[config.mk]
export PLATFORM = sky130hd
export DESIGN_NAME = usb_txn_sequencer_flat
export DESIGN_NICKNAME = d
export VERILOG_FILES = /design/src/rtl/usb_txn_sequencer_pkg.sv /design/src/rtl/usb_txn_sequencer_if.sv /design/src/rtl/usb_txn_sequencer_timer.sv /design/src/rtl/usb_txn_sequencer.sv /design/src/flat_wrapper.sv
export SDC_FILE = /design/constraint.sdc
export NUM_CORES = 1
export LEC_CHECK = 0
export ABC_AREA = 1
export ABC_CLOCK_PERIOD_IN_PS = 9870
export BUFFER_PORTS_ARGS = -buffer_cell sky130_fd_sc_hd__buf_2
export CAP_MARGIN = 5
export CORE_ASPECT_RATIO = 1.5
export CORE_MARGIN = 8
export CORE_UTILIZATION = 53
export CTS_BUF_LIST = sky130_fd_sc_hd__clkbuf_2 sky130_fd_sc_hd__clkbuf_4 sky130_fd_sc_hd__clkbuf_8
export DETAILED_ROUTE_END_ITERATION = 6
export GPL_ROUTABILITY_DRIVEN = 1
export PLACE_DENSITY_LB_ADDON = 0.12
export SLEW_MARGIN = 20
export SYNTH_ARGS = -nofsm -noshare
export SYNTH_HDL_FRONTEND = slang
export SYNTH_SLANG_ARGS = --single-unit
export TNS_END_PERCENT = 5
[constraint.sdc]
create_clock -name clock -period 9.87 [get_ports clock]
set_input_delay 2.961 -clock clock [delete_from_list [all_inputs] [get_ports clock]]
set_output_delay 2.961 -clock clock [all_outputs]
set_load 0.01 [all_outputs]
[src/rtl/usb_txn_sequencer_pkg.sv]
// -----------------------------------------------------------------------------
// USBPkg
// Shared definitions for the USB host transaction sequencer:
//   txn_state_t        - transaction FSM states
//   ENDP_ADDR/ENDP_DATA - endpoints used for the address and data phases
//   TIMEOUT_DEFAULT    - response wait, in cycles after a host packet ends
//   MAX_RETRY_DEFAULT  - retries per phase (a phase runs at most MAX_RETRY+1 times)
// -----------------------------------------------------------------------------
package USBPkg;

  typedef enum logic [3:0] {
    IDLE,
    A_TOK,
    A_DAT,
    A_HS,
    B_TOK,
    B_DAT,
    B_HS,
    B_RX,
    B_ACK,
    DONE
  } txn_state_t;

  localparam logic [3:0] ENDP_ADDR = 4'd4;
  localparam logic [3:0] ENDP_DATA = 4'd8;

  localparam int TIMEOUT_DEFAULT   = 255;
  localparam int MAX_RETRY_DEFAULT = 8;

endpackage

[src/rtl/usb_txn_sequencer_if.sv]
// -----------------------------------------------------------------------------
// usb_txn_if
// Bundles the host task interface and the packet sender/receiver signals of
// the transaction sequencer.
//   slave  : the sequencer side (takes requests and rx events, drives strobes)
//   master : the host / PHY side
// Host side : start_read, start_write, mempage, wr_data -> busy, txn_done,
//             txn_success, rd_data
// PHY side  : send_OUT, send_IN, send_DATA0, send_ACK, endp, data ->
//             out_done, rx_ACK, rx_NAK, rx_DATA0, rx_data, rx_error
// -----------------------------------------------------------------------------
interface usb_txn_if;
  logic        start_read;
  logic        start_write;
  logic [15:0] mempage;
  logic [63:0] wr_data;
  logic        busy;
  logic        txn_done;
  logic        txn_success;
  logic [63:0] rd_data;

  logic        send_OUT;
  logic        send_IN;
  logic        send_DATA0;
  logic        send_ACK;
  logic [3:0]  endp;
  logic [63:0] data;
  logic        out_done;
  logic        rx_ACK;
  logic        rx_NAK;
  logic        rx_DATA0;
  logic [63:0] rx_data;
  logic        rx_error;

  modport slave (
    input  start_read, start_write, mempage, wr_data,
    output busy, txn_done, txn_success, rd_data,
    output send_OUT, send_IN, send_DATA0, send_ACK, endp, data,
    input  out_done, rx_ACK, rx_NAK, rx_DATA0, rx_data, rx_error
  );

  modport master (
    output start_read, start_write, mempage, wr_data,
    input  busy, txn_done, txn_success, rd_data,
    input  send_OUT, send_IN, send_DATA0, send_ACK, endp, data,
    output out_done, rx_ACK, rx_NAK, rx_DATA0, rx_data, rx_error
  );
endinterface

[src/rtl/usb_txn_sequencer_timer.sv]
// -----------------------------------------------------------------------------
// usb_timeout_timer
// Response-wait counter shared by every wait state of the sequencer.
//   clock, reset : system clock, asynchronous active-high reset
//   clear_i      : force the count back to zero (held outside wait states)
//   en_i         : count one cycle of waiting
//   expired_o    : high while counting and the count has reached TIMEOUT
// -----------------------------------------------------------------------------
module usb_timeout_timer #(
  parameter int TIMEOUT = 255
) (
  input  logic clock,
  input  logic reset,
  input  logic clear_i,
  input  logic en_i,
  output logic expired_o
);

  localparam int CNT_W = $clog2(TIMEOUT + 1);

  logic [CNT_W-1:0] count_q, count_d;

  always_comb begin
    count_d = count_q;
    if (clear_i) begin
      count_d = '0;
    end else if (en_i && (count_q != CNT_W'(TIMEOUT))) begin
      count_d = count_q + 1'b1;
    end
  end

  always_ff @(posedge clock or posedge reset) begin
    if (reset) begin
      count_q <= '0;
    end else begin
      count_q <= count_d;
    end
  end

  // The first wait cycle sees count 0, so expiry lands TIMEOUT cycles later.
  assign expired_o = en_i && (count_q == CNT_W'(TIMEOUT));

endmodule

[src/rtl/usb_txn_sequencer.sv]
// -----------------------------------------------------------------------------
// usb_txn_sequencer
// Host-side controller that walks the USB packet sender through complete
// READ / WRITE page transactions:
//   phase A : OUT(ENDP_ADDR), DATA0({mempage,48'h0}), wait for handshake
//   phase B : write -> OUT(ENDP_DATA), DATA0(wr_data), wait for handshake
//             read  -> IN(ENDP_DATA), wait for DATA0, send ACK
// Ports:
//   clock, reset : system clock, asynchronous active-high reset
//   txn_if       : usb_txn_if.slave (host requests/status + PHY strobes/events)
// Configuration:
//   USB_TXN_RETRY_EN defined   - NAK / rx_error / timeout restart the phase,
//                                up to MAX_RETRY retries.
//   USB_TXN_RETRY_EN undefined - the first failure ends the transaction.
// -----------------------------------------------------------------------------
module usb_txn_sequencer
  import USBPkg::*;
#(
  parameter int TIMEOUT   = TIMEOUT_DEFAULT,
  parameter int MAX_RETRY = MAX_RETRY_DEFAULT
) (
  input logic      clock,
  input logic      reset,
  usb_txn_if.slave txn_if
);

`ifdef USB_TXN_RETRY_EN
  localparam bit RETRY_EN = 1'b1;
`else
  localparam bit RETRY_EN = 1'b0;
`endif

  localparam int RETRY_W = $clog2(MAX_RETRY + 2);

  txn_state_t       state_q, state_d;
  logic             first_q, first_d;     // first cycle in a state: strobe time
  logic             is_read_q, is_read_d;
  logic [15:0]      page_q, page_d;
  logic [63:0]      wdata_q, wdata_d;
  logic [RETRY_W-1:0] retry_q, retry_d;
  logic             success_q, success_d;
  logic [63:0]      hold_q, hold_d;       // read payload awaiting the final ACK
  logic [63:0]      rd_data_q, rd_data_d;

  logic wait_st;
  logic expired;
  logic fail;
  logic retry_left;

  assign wait_st = (state_q == A_HS) || (state_q == B_HS) || (state_q == B_RX);

  usb_timeout_timer #(
    .TIMEOUT (TIMEOUT)
  ) u_timer (
    .clock     (clock),
    .reset     (reset),
    .clear_i   (!wait_st),
    .en_i      (wait_st),
    .expired_o (expired)
  );

  // Without the retry feature this is constant 0, so the counter never
  // influences the FSM and drops out of the netlist.
  assign retry_left = RETRY_EN && (retry_q != RETRY_W'(MAX_RETRY));

  // NOTE: every always_comb output gets a default first, so no path through
  // the case statement can leave a signal unassigned and infer a latch.
  always_comb begin
    state_d   = state_q;
    is_read_d = is_read_q;
    page_d    = page_q;
    wdata_d   = wdata_q;
    retry_d   = retry_q;
    success_d = success_q;
    hold_d    = hold_q;
    rd_data_d = rd_data_q;
    fail      = 1'b0;

    unique case (state_q)
      IDLE: begin
        if (txn_if.start_read || txn_if.start_write) begin
          is_read_d = txn_if.start_read;   // read wins a simultaneous request
          page_d    = txn_if.mempage;
          wdata_d   = txn_if.wr_data;
          success_d = 1'b0;
          retry_d   = '0;
          state_d   = A_TOK;
        end
      end
      A_TOK: if (txn_if.out_done) state_d = A_DAT;
      A_DAT: if (txn_if.out_done) state_d = A_HS;
      A_HS: begin
        if (txn_if.rx_ACK) begin
          retry_d = '0;
          state_d = B_TOK;
        end else if (txn_if.rx_NAK || txn_if.rx_error || txn_if.rx_DATA0 || expired) begin
          fail = 1'b1;
        end
      end
      B_TOK: if (txn_if.out_done) state_d = is_read_q ? B_RX : B_DAT;
      B_DAT: if (txn_if.out_done) state_d = B_HS;
      B_HS: begin
        if (txn_if.rx_ACK) begin
          success_d = 1'b1;
          state_d   = DONE;
        end else if (txn_if.rx_NAK || txn_if.rx_error || txn_if.rx_DATA0 || expired) begin
          fail = 1'b1;
        end
      end
      B_RX: begin
        if (txn_if.rx_DATA0) begin
          hold_d  = txn_if.rx_data;
          state_d = B_ACK;
        end else if (txn_if.rx_ACK || txn_if.rx_NAK || txn_if.rx_error || expired) begin
          // A handshake where data was expected is as bad as a corrupt packet.
          fail = 1'b1;
        end
      end
      B_ACK: begin
        if (txn_if.out_done) begin
          success_d = 1'b1;
          rd_data_d = hold_q;
          state_d   = DONE;
        end
      end
      DONE:    state_d = IDLE;
      default: state_d = IDLE;
    endcase

    if (fail) begin
      if (retry_left) begin
        retry_d = retry_q + 1'b1;
        state_d = (state_q == A_HS) ? A_TOK : B_TOK;
      end else begin
        state_d = DONE;
      end
    end

    // Every transition lands in a different state, so a change of state marks
    // the cycle in which the entered send state fires its strobe.
    first_d = (state_d != state_q);
  end

  // NOTE: sequential state uses non-blocking assignments so every register
  // samples the values from before this edge, regardless of statement order.
  always_ff @(posedge clock or posedge reset) begin
    if (reset) begin
      state_q   <= IDLE;
      first_q   <= 1'b0;
      is_read_q <= 1'b0;
      page_q    <= '0;
      wdata_q   <= '0;
      retry_q   <= '0;
      success_q <= 1'b0;
      hold_q    <= '0;
      rd_data_q <= '0;
    end else begin
      state_q   <= state_d;
      first_q   <= first_d;
      is_read_q <= is_read_d;
      page_q    <= page_d;
      wdata_q   <= wdata_d;
      retry_q   <= retry_d;
      success_q <= success_d;
      hold_q    <= hold_d;
      rd_data_q <= rd_data_d;
    end
  end

  assign txn_if.busy        = (state_q != IDLE);
  assign txn_if.txn_done    = (state_q == DONE);
  assign txn_if.txn_success = success_q;
  assign txn_if.rd_data     = rd_data_q;

  assign txn_if.send_OUT   = first_q && ((state_q == A_TOK) || ((state_q == B_TOK) && !is_read_q));
  assign txn_if.send_IN    = first_q && (state_q == B_TOK) && is_read_q;
  assign txn_if.send_DATA0 = first_q && ((state_q == A_DAT) || (state_q == B_DAT));
  assign txn_if.send_ACK   = first_q && (state_q == B_ACK);

  always_comb begin
    txn_if.endp = 4'd0;
    txn_if.data = 64'd0;
    unique case (state_q)
      A_TOK:   txn_if.endp = ENDP_ADDR;
      B_TOK:   txn_if.endp = ENDP_DATA;
      A_DAT:   txn_if.data = {page_q, 48'h0};
      B_DAT:   txn_if.data = wdata_q;
      default: ;
    endcase
  end

endmodule
[src/flat_wrapper.sv]
// flat-port wrapper written by rule: the top's interface ports become plain ports
module usb_txn_sequencer_flat import USBPkg::*;
#(
  parameter int TIMEOUT   = TIMEOUT_DEFAULT,
  parameter int MAX_RETRY = MAX_RETRY_DEFAULT
)
  (clock, reset, txn_if_start_read, txn_if_start_write, txn_if_mempage, txn_if_wr_data, txn_if_busy, txn_if_txn_done, txn_if_txn_success, txn_if_rd_data, txn_if_send_OUT, txn_if_send_IN, txn_if_send_DATA0, txn_if_send_ACK, txn_if_endp, txn_if_data, txn_if_out_done, txn_if_rx_ACK, txn_if_rx_NAK, txn_if_rx_DATA0, txn_if_rx_data, txn_if_rx_error);
  usb_txn_if txn_if_i ();
  input logic clock;
  input logic reset;
  input wire logic [$bits(txn_if_i.start_read)-1:0] txn_if_start_read;
  input wire logic [$bits(txn_if_i.start_write)-1:0] txn_if_start_write;
  input wire logic [$bits(txn_if_i.mempage)-1:0] txn_if_mempage;
  input wire logic [$bits(txn_if_i.wr_data)-1:0] txn_if_wr_data;
  output wire logic [$bits(txn_if_i.busy)-1:0] txn_if_busy;
  output wire logic [$bits(txn_if_i.txn_done)-1:0] txn_if_txn_done;
  output wire logic [$bits(txn_if_i.txn_success)-1:0] txn_if_txn_success;
  output wire logic [$bits(txn_if_i.rd_data)-1:0] txn_if_rd_data;
  output wire logic [$bits(txn_if_i.send_OUT)-1:0] txn_if_send_OUT;
  output wire logic [$bits(txn_if_i.send_IN)-1:0] txn_if_send_IN;
  output wire logic [$bits(txn_if_i.send_DATA0)-1:0] txn_if_send_DATA0;
  output wire logic [$bits(txn_if_i.send_ACK)-1:0] txn_if_send_ACK;
  output wire logic [$bits(txn_if_i.endp)-1:0] txn_if_endp;
  output wire logic [$bits(txn_if_i.data)-1:0] txn_if_data;
  input wire logic [$bits(txn_if_i.out_done)-1:0] txn_if_out_done;
  input wire logic [$bits(txn_if_i.rx_ACK)-1:0] txn_if_rx_ACK;
  input wire logic [$bits(txn_if_i.rx_NAK)-1:0] txn_if_rx_NAK;
  input wire logic [$bits(txn_if_i.rx_DATA0)-1:0] txn_if_rx_DATA0;
  input wire logic [$bits(txn_if_i.rx_data)-1:0] txn_if_rx_data;
  input wire logic [$bits(txn_if_i.rx_error)-1:0] txn_if_rx_error;
  assign txn_if_i.start_read = txn_if_start_read;
  assign txn_if_i.start_write = txn_if_start_write;
  assign txn_if_i.mempage = txn_if_mempage;
  assign txn_if_i.wr_data = txn_if_wr_data;
  assign txn_if_busy = txn_if_i.busy;
  assign txn_if_txn_done = txn_if_i.txn_done;
  assign txn_if_txn_success = txn_if_i.txn_success;
  assign txn_if_rd_data = txn_if_i.rd_data;
  assign txn_if_send_OUT = txn_if_i.send_OUT;
  assign txn_if_send_IN = txn_if_i.send_IN;
  assign txn_if_send_DATA0 = txn_if_i.send_DATA0;
  assign txn_if_send_ACK = txn_if_i.send_ACK;
  assign txn_if_endp = txn_if_i.endp;
  assign txn_if_data = txn_if_i.data;
  assign txn_if_i.out_done = txn_if_out_done;
  assign txn_if_i.rx_ACK = txn_if_rx_ACK;
  assign txn_if_i.rx_NAK = txn_if_rx_NAK;
  assign txn_if_i.rx_DATA0 = txn_if_rx_DATA0;
  assign txn_if_i.rx_data = txn_if_rx_data;
  assign txn_if_i.rx_error = txn_if_rx_error;
  usb_txn_sequencer #(.TIMEOUT(TIMEOUT), .MAX_RETRY(MAX_RETRY)) u_core (.clock(clock), .reset(reset), .txn_if(txn_if_i));
endmodule
==> results.cfg <==
[outcome]
status = complete, no violations

[detailed_routing]
firstDrtPassIters = 5
drc_errors = 0
avgViaCountPerCell = 4.81
detail_route.wl_per_cell_um = 15.0
vias = 7511
drtAntennaViolNets = 0
drt_iter0_markers = 543
totalWireLength_um = 23400

[cts]
cts_made_buffers = 35
htreeDepth = 2
ctsResizeCount = 0
clk_pin_slew_ns = 0.06
clk-insertion-delay-late_ns = 0.49
cts_setup_buffers = 0
numClockSinks = 223
clockRootBuffer = clkbuf_8
cts_buffer_depth = 3
hold_buffers = 0
cts_tree = built

[timing]
fin_crit_ns = 5.22
rsz0062_at_grt = no
fin_setup_tns_ns = 0
hold_viol_final = 0
fin_skew_ns = 0.0156
slew_headroom = 0.325
finalSetupViolations = 0
fmax_mhz = 192
fin_crit_sh = 0.529
slew_viol_final = 0
worst_slew_pin_slew_ns = 1.01
final.setup.worst_slack_ns = 4.65

[placement]
portBuffers = 289
place.gp.congestion = 0.821
dp_hpwl_um = 16600
post-place-ws_ns = 4.84

[global_routing]
grt_pass1_vias = 7686
grtUsageTotal = 0.213
grt_pass1_wl_um = 37700
grt-ovfl-total = 0
grt_max_degree = 144
antenna_found_initial = 3

[setup_path]
critPathKind = reg -> out
crit_fanout = 65
cp.required_ns = 6.91
worstPathArrival_ns = 2.26
startpoint_type = flop
end_kind = primary output

[cells_and_area]
nets = 1477
fill_cells = 1497
syn2layout_area_growth_pct = 23.8
drive_gt1_frac = 0.281

[power_and_ir_drop]
pwr-share-comb = 0.314
switchingPower_mw = 1.20
power.internal_mw = 2.22
ir_worst_vdd_v = 0.000181
sw_frac_of_total = 0.351
p_per_area_mw_per_mm2 = 299
pwr-share-clk = 0.237
leakage_nw = 6.19
p_seq_frac = 0.449

[floorplan]
ios = 292
std_cell_rows = 59
coreArea_mm2 = 0.0172
die_width_um = 124
dieHeight_um = 178
initial_core_util = 0.537
fp.dieArea_mm2 = 0.0220

[logic_synthesis]
syn_inst = 1044
ys_types = 34
avgSynthCellArea_um2 = 8.85
synthesis.area_mm2 = 0.00924
ys_ff_latch = 223
ys_warn_count = 0
yosysSeqAreaShare = 0.604

[min_path]
hold_path.class = reg -> reg

[job]
cap_violations = 0
-- final cells by class --
class                      count  area (µm²)  area share
inverter                     153         586      0.0512
timing repair buffer         296        1520       0.132
sequential                   223        5580       0.488
clock buffer                  58         736      0.0643
antenna                        2        5.00    0.000438
multi-input combinational    614        2730       0.239
clock inverter                 3        15.0     0.00131
tap                          213         267      0.0233
-- per-layer routing --
layer	vias to the layer above	track usage	wire length, µm
li1	3787	-	-
met1	3422	0.253	9090
met2	252	0.346	11200
met3	48	0.0815	2490
met4	2	0.0725	596
met5	-	0	10
-- stage by stage --
stage	hold WS, ns	utilization	cells	instance area [µm²]	power, mW
floorplan	0.449	-	1045	9240	2.25
global placement	0.462	0.620	1498	10700	2.58
detailed placement	0.465	0.620	1498	10700	2.63
CTS	0.482	0.663	1559	11400	3.46
global route	0.490	0.665	1561	11400	3.69
finish	0.482	0.665	1562	11400	3.42
-- logic make-up after synthesis --
| family | Yosys count | share of synthesized area |
|---|---|---|
| AO/OA/AOI/OAI | 234 | 0.130 |
| XOR/XNOR | 3 | 0.00285 |
| adder cells (fa/ha/maj) | 1 | 0.00135 |
| buffers and inverters | 208 | 0.101 |
| flip-flops | 223 | 0.604 |
| other | 1 | 0.000406 |
| AND/OR/NAND/NOR | 374 | 0.161 |
-- cells in the final DEF, fill, tap and decap left out, drive strengths merged --
master and count:
nor3b 1, nand3 10, conb 2, xor2 2, ha 1, nor4 1, dfrtp 223, a22oi 2
nor2 68, nor3 2, xnor2 1, inv 151, o22ai 1, o211ai 2, o21a 1, clkinv 5
a211oi 1, o21ai 216, nand4 1, a21oi 10, diode 2, buf 296, a32o 1, nand2 291
clkbuf 58
-- registers in the layout, summed over array words and instances (netlist names) --
register,cells
u_core.first_q,1
u_core.is_read_q,1
u_core.wdata_q,64
u_core.hold_q,64
u_core.txn_if.rd_data,64
u_core.u_timer.count_q,8
u_core.state_q,4
u_core.page_q,16
u_core.txn_if.txn_success,1
-- final timing paths --
| path | from | end | slack [ns] | depth (start not counted) |
|---|---|---|---|---|
| min | u_core.txn_if.rd_data[57] | u_core.txn_if.rd_data[57] | 0.48 | 2 |
| min reg2reg | u_core.txn_if.rd_data[57] | u_core.txn_if.rd_data[57] | 0.48 | 2 |
| max in group asynchronous | reset | u_core.wdata_q[35] | 5.97 | 3 |
| max | u_core.state_q[0] | txn_if_data[59] | 4.65 | 6 |
| max reg2reg | u_core.state_q[3] | u_core.wdata_q[31] | 7.50 | 5 |
| min in group asynchronous | reset | u_core.page_q[13] | 2.51 | 2 |
-- synthesized netlist by cell type --
library cell / n / area (µm²)
a211oi_1: 1 / 7.51
a21oi_1: 10 / 50.1
a22oi_1: 2 / 15.0
a32o_1: 1 / 10.0
buf_2: 23 / 115
buf_4: 14 / 105
buf_6: 9 / 101
clkbuf_1: 9 / 33.8
clkinv_1: 1 / 3.75
conb_1: 1 / 3.75
dfrtp_1: 223 / 5580
ha_1: 1 / 12.5
inv_1: 146 / 548
inv_2: 6 / 22.5
nand2_1: 289 / 1080
nand2_2: 2 / 12.5
nand3_1: 8 / 40.0
nand3_2: 2 / 20.0
nand4_1: 1 / 6.26
nor2_1: 60 / 225
nor2_2: 4 / 25.0
nor2_4: 4 / 45.0
nor3_1: 2 / 10.0
nor3b_1: 1 / 7.51
nor4_1: 1 / 6.26
o211ai_1: 1 / 7.51
o211ai_2: 1 / 12.5
o21a_1: 1 / 7.51
o21ai_0: 134 / 671
o21ai_1: 81 / 405
o21ai_2: 1 / 8.76
o22ai_1: 1 / 6.26
xnor2_1: 1 / 8.76
xor2_1: 2 / 17.5
-- power groups by stage --
| stage | Clock, mW | Combinational (mW) | Sequential, mW |
|---|---|---|---|
| floorplan | 0 | 0.673 | 1.58 |
| global placement | 0 | 1.05 | 1.53 |
| detailed placement | 0 | 1.09 | 1.55 |
| CTS | 0.835 | 1.09 | 1.53 |
| global route | 0.872 | 1.24 | 1.58 |
| finish | 0.810 | 1.07 | 1.53 |
-- critical path: stages, from the launching register on --
cell and delay, ns:
dfrtp_1 0.47, inv_1 0.19, nor2_4 0.07, nand2_2 0.07, buf_4 0.52, o21ai_0 0.21
buf_2 0.18
No activity file was read; power rests on OpenSTA's default activity.
